`src/rtl/bit_pipeline_pkg.sv`:
```
// Shared defaults for the bit_pipeline elastic register pipeline.
package bit_pipeline_pkg;

  localparam int DEFAULT_DATA_SIZE  = 8;
  localparam int DEFAULT_PIPE_DEPTH = 3;
  localparam int DEFAULT_COUNT_SIZE = 16;

endpackage

```
`src/rtl/bit_pipeline_stage.sv`:
```
// One pipeline stage: a data register plus valid flag that moves only when advanced.
module bit_pipeline_stage
  import bit_pipeline_pkg::*;
#(
  parameter int DATA_SIZE = DEFAULT_DATA_SIZE
) (
  input  logic                 i_clk,
  input  logic                 i_rst,
  input  logic                 i_flush,
  input  logic                 i_advance,
  input  logic                 i_valid,
  input  logic [DATA_SIZE-1:0] i_data,
  output logic                 o_valid,
  output logic [DATA_SIZE-1:0] o_data
);

  logic                 r_valid;
  logic [DATA_SIZE-1:0] r_data;

  // Flush drops only the valid flag; the data register keeps its last contents.
  always_ff @(posedge i_clk) begin
    if (i_rst) begin
      r_valid <= 1'b0;
      r_data  <= '0;
    end else begin
      if (i_flush) begin
        r_valid <= 1'b0;
      end else if (i_advance) begin
        r_valid <= i_valid;
      end
      if (i_advance && i_valid) begin
        r_data <= i_data;
      end
    end
  end

  assign o_valid = r_valid;
  assign o_data  = r_data;

endmodule

```
`src/rtl/bit_pipeline.sv`:
```
// Elastic valid/ready register pipeline with bubble collapse, flush and an optional
// output-handshake counter built only when BIT_PIPELINE_COUNT_EN is defined.
module bit_pipeline
  import bit_pipeline_pkg::*;
#(
  parameter int DATA_SIZE  = DEFAULT_DATA_SIZE,
  parameter int PIPE_DEPTH = DEFAULT_PIPE_DEPTH,
  parameter int COUNT_SIZE = DEFAULT_COUNT_SIZE
) (
  input  logic                  CLK,
  input  logic                  RST,
  input  logic                  FLUSH,
  input  logic [DATA_SIZE-1:0]  DATA_IN,
  input  logic                  DATA_IN_VALID,
  output logic                  DATA_IN_READY,
  output logic [DATA_SIZE-1:0]  DATA_OUT,
  output logic                  DATA_OUT_VALID,
  input  logic                  DATA_OUT_READY,
  output logic [COUNT_SIZE-1:0] TRANSFER_COUNT
);

  logic [PIPE_DEPTH-1:0] w_valid;
  logic [DATA_SIZE-1:0]  w_data [PIPE_DEPTH];
  logic [PIPE_DEPTH-1:0] w_advance;
  logic                  w_in_ready;
  logic                  w_in_hs;

  // A stage may move when any stage at or downstream of it is empty, or the sink takes
  // a word; written as a flat OR per stage so no signal depends on its own bits.
  always_comb begin
    w_advance = '0;
    for (int i = 0; i < PIPE_DEPTH; i++) begin
      logic w_acc;
      w_acc = DATA_OUT_READY;
      for (int j = i; j < PIPE_DEPTH; j++) begin
        w_acc = w_acc | ~w_valid[j];
      end
      w_advance[i] = w_acc;
    end
  end

  assign w_in_ready = w_advance[0] & ~FLUSH & ~RST;
  assign w_in_hs    = DATA_IN_VALID & w_in_ready;

  for (genvar g = 0; g < PIPE_DEPTH; g++) begin : g_stage
    logic                 w_stage_valid;
    logic [DATA_SIZE-1:0] w_stage_data;

    if (g == 0) begin : g_head
      assign w_stage_valid = w_in_hs;
      assign w_stage_data  = DATA_IN;
    end else begin : g_body
      assign w_stage_valid = w_valid[g-1];
      assign w_stage_data  = w_data[g-1];
    end

    bit_pipeline_stage #(
      .DATA_SIZE (DATA_SIZE)
    ) u_stage (
      .i_clk     (CLK),
      .i_rst     (RST),
      .i_flush   (FLUSH),
      .i_advance (w_advance[g]),
      .i_valid   (w_stage_valid),
      .i_data    (w_stage_data),
      .o_valid   (w_valid[g]),
      .o_data    (w_data[g])
    );
  end

  assign DATA_IN_READY  = w_in_ready;
  assign DATA_OUT       = w_data[PIPE_DEPTH-1];
  assign DATA_OUT_VALID = w_valid[PIPE_DEPTH-1];

`ifdef BIT_PIPELINE_COUNT_EN
  logic                  w_out_hs;
  logic [COUNT_SIZE-1:0] r_count;

  assign w_out_hs = w_valid[PIPE_DEPTH-1] & DATA_OUT_READY;

  // Output handshakes still count in a flush cycle; reset wins over everything.
  always_ff @(posedge CLK) begin
    if (RST) begin
      r_count <= '0;
    end else if (w_out_hs) begin
      r_count <= r_count + COUNT_SIZE'(1);
    end
  end

  assign TRANSFER_COUNT = r_count;
`else
  assign TRANSFER_COUNT = '0;
`endif

endmodule

```
`config.mk`:
```
export PLATFORM = sky130hd
export DESIGN_NAME = bit_pipeline
export DESIGN_NICKNAME = d
export VERILOG_FILES = /design/src/rtl/bit_pipeline_pkg.sv /design/src/rtl/bit_pipeline_stage.sv /design/src/rtl/bit_pipeline.sv
export SDC_FILE = /design/constraint.sdc
export NUM_CORES = 1
export LEC_CHECK = 0
export ABC_AREA = 1
export CAP_MARGIN = 10
export CORE_MARGIN = 8
export CORE_UTILIZATION = 32
export DETAILED_ROUTE_END_ITERATION = 12
export HOLD_SLACK_MARGIN = 0.08
export PLACE_DENSITY = 0.59
export SYNTH_ARGS = -nofsm -noshare
export SYNTH_HDL_FRONTEND = slang
export SYNTH_SLANG_ARGS = --single-unit
```
`constraint.sdc`:
```
create_clock -name CLK -period 1 [get_ports CLK]
set_input_delay 0.1 -clock CLK [delete_from_list [all_inputs] [get_ports CLK]]
set_output_delay 0.1 -clock CLK [all_outputs]
set_load 0.01 [all_outputs]
```
==> reports/summary.txt <==
Total grt overflow -> 0
Clock slew at reported path FFs -> 0.09 ns
VDD IR max -> 0.530 mV
Hold Vio Cnt, Final -> 0
Post-synth cell types -> 15
Power Density -> 1190 nW/um^2
Antenna violations before repair -> 0
Initial core utilization -> 33.1%
TritonCTS clock tree -> done
Top cell type's share of synthesized area -> 45.0%
Worst-path cell with the longest stage delay -> dfxtp_2
CP startpoint kind -> flip-flop
Global Route met1 Usage -> 9.87%
Synth cell count leaders -> nor2_1 (41), inv_1 (28), dfxtp_1 (27), nand2_1 (18)
Ports -> 39
Cell Area, Placed -> 1480 sq um
Routed WL per cell -> 9.57 um
CTS buffer count -> 3
Kind of critical path -> reg -> reg
CP endpoint kind -> flip-flop
Core ar. -> 3630 sq um
Most numerous cell in the Yosys netlist -> nor2_1
Fin Clk Skew -> 0.00220 ns
Die area -> 5970 sq um
Final core utilization -> 45.7%
Avg Synthesized Cell Area -> 7.07 sq um
Top_reg_cell synth -> dfxtp_1
Area delta synth->final -> 38.2%
Post-route cell area -> 1660 sq um
Max Cap Viol -> 0
Setup crit end -> g_stage[0].u_stage.o_data[4]$_SDFFE_PP0P_
Clk_lat worst skew -> 0.27 ns
CTS H-tree depth -> 1
Layout Nets -> 220
Share of cells above drive strength 1 -> 26.2%
Antenna Cells -> 0
WP data required -> 1.17 ns
R2r endpoint -> g_stage[0].u_stage.o_data[4]$_SDFFE_PP0P_
Core Rows -> 22
Met2 Use GR -> 13.2%
Area contributors post-synth -> dfxtp_1 (45%), nor2_1 (13%), buf_4 (10%), inv_1 (8.8%), o21ai_0 (6.7%)
Post-Syn Area -> 1200 sq um
Worst R2R Path Depth -> 7
Reg2reg start -> g_stage[2].u_stage.o_valid$_SDFFE_PP0N_
Synth Register Bits -> 27
Global placement routability congestion -> 0.668
CP arrival -> 1.25 ns
Post-synth EDFFs -> 0
Fin crit period -> 1.08 ns
Register area share after synthesis -> 45.0%
Cts hold-fix bufs -> 0
GRT Resource Usage Total -> 8.50%
Failing checks -> setup timing
Largest net degree at the start of global routing -> 25
RSZ-0062 raised after global routing -> yes
DRC violations left -> 0
Synthesis warning total -> 0
Drt first pass iters -> 4
Global-route wire length before repair -> 4.29 mm
Async SR Flop Fraction -> 0%
Post-detail-place hpwl -> 1.64 mm
Vias in the first global route -> 980
R2R setup slack -> -0.08 ns
Final Worst Setup Slack -> -0.0809 ns
Via count -> 1017
CTS sink count -> 27
Max Buffers Root-to-Sink -> 2
Global route hottest layer -> met2
Cells after synthesis -> 170
Antenna-violating nets left -> 0
I/O Buffers -> 22
Worst-path cell chain -> nand4_1 > buf_4 > buf_6 > nand3_4 > nand2_1 > inv_1 > nor2_1
Die height -> 77.3 um
Tcrit/Tclk final -> 108%
M3 GR Usage -> 3.15%
FMAX -> 925 MHz
Critical path origin -> g_stage[2].u_stage.o_valid$_SDFFE_PP0N_
Iteration-0 DRC Markers -> 44
HP Class -> in -> reg
Status -> complete, but fails checks
CP Buf/Inv Count -> 3
WL final -> 2.43 mm
Chip width -> 77.3 um
Max Fanout on Critical Path -> 6
Setup violators final -> 10
Largest delay share family, worst path -> buffers and inverters
CP peak stage delay -> 0.34 ns
Leakage -> 0.000755 uW
Root Buffer -> clkbuf_8
Via density -> 4.00
WP depth -> 7
Max Slew Vio Count -> 0
Post-synth top area cell -> dfxtp_1
==> kinds of logic (layout without fill, tap and decap cells) <==
| kind of cell | count (synthesis) | in the layout | synth area share, % |
|---|---|---|---|
| simple gates | 72 | 75 | 25.4 |
| buf+inv | 51 | 69 | 21.4 |
| other cells | 1 | 16 | 0.312 |
| compound gates | 19 | 19 | 7.92 |
| flops | 27 | 27 | 45.0 |
==> worst reg2reg max path, cell delays in order, from the launching register on <==
cell and delay (ns):
dfxtp_2 0.34, nand4_1 0.12, buf_4 0.17, buf_6 0.13, nand3_4 0.09, nand2_1 0.07
inv_1 0.05, nor2_1 0.03
==> metal layers <==
layer,vias up,share of wire [%],wire [um]
li1,562,-,-
met1,424,46,1130
met5,-,0,0
met3,4,6.5,158
met2,27,45,1100
met4,0,1.7,42
==> how the worst min path moves through the flow <==
| stage | start | endpoint | cells past startpoint |
|---|---|---|---|
| floorplan | RST | g_stage[1].u_stage.o_data[0]$_SDFFE_PP0P_ | 3 |
| global placement | g_stage[1].u_stage.o_data[0]$_SDFFE_PP0P_ | g_stage[1].u_stage.o_data[0]$_SDFFE_PP0P_ | 2 |
| detailed placement | g_stage[1].u_stage.o_data[7]$_SDFFE_PP0P_ | g_stage[1].u_stage.o_data[7]$_SDFFE_PP0P_ | 2 |
| CTS | DATA_OUT_READY | g_stage[1].u_stage.o_valid$_SDFFE_PP0N_ | 6 |
| global route | DATA_IN[4] | g_stage[0].u_stage.o_data[4]$_SDFFE_PP0P_ | 5 |
| finish | DATA_IN[7] | g_stage[0].u_stage.o_data[7]$_SDFFE_PP0P_ | 5 |
==> stage by stage <==
stage	total power [uW]	setup slack [ns]	TNS, ns	hold slack [ns]	cells
finish	1970	-0.0809	-0.634	0.486	254
global route	2090	-0.174	-1.92	0.502	254
CTS	1970	-0.168	-0.646	0.479	254
detailed placement	1360	-0.461	-7.84	0.468	244
global placement	1360	-0.463	-7.61	0.457	244
floorplan	1320	0.0384	0	0.301	185
==> timing repair <==
| item | CTS | global route |
|---|---|---|
| buffers inserted | 43 | 0 |
| resized for setup | 39 | 39 |
| cloned | 4 | 0 |
| pin swaps | 15 | 6 |
| endpoints found under the setup margin | 35 | 35 |
==> layout make-up <==
class | count | area, sq um
clock buffer | 4 | 45.0
fill | 409 | 1970
inverter | 30 | 120
multi-input combinational | 110 | 573
sequential | 27 | 544
tap | 48 | 60.1
timing repair buffer | 35 | 318
==> cell usage in the layout, fill, tap and decap left out, types with 2 or more instances in the layout <==
cell type,instances
a21oi_1,2
buf_4,10
buf_6,3
clkbuf_2,3
clkbuf_8,3
clkdlybuf4s15_1,5
clkdlybuf4s50_1,11
conb_1,16
dfxtp_1,24
dfxtp_2,3
inv_1,22
inv_2,6
nand2_1,13
nand2_2,5
nand2_4,4
nand3_4,3
nand4_1,9
nor2_1,35
nor2_2,6
o21ai_0,5
o21ai_1,8
o21ai_2,3
==> registers in the layout, indices dropped and copies added (netlist names) <==
| register | count |
|---|---|
| g_stage.u_stage.o_valid | 3 |
| g_stage.u_stage.o_data | 24 |
==> where the power goes <==
group / internal, uW / switching (uW)
logic: 116 / 140
registers: 1100 / 13.8
clock network: 285 / 317
total: 1500 / 472
No activity file was read; power rests on OpenSTA's default activity.
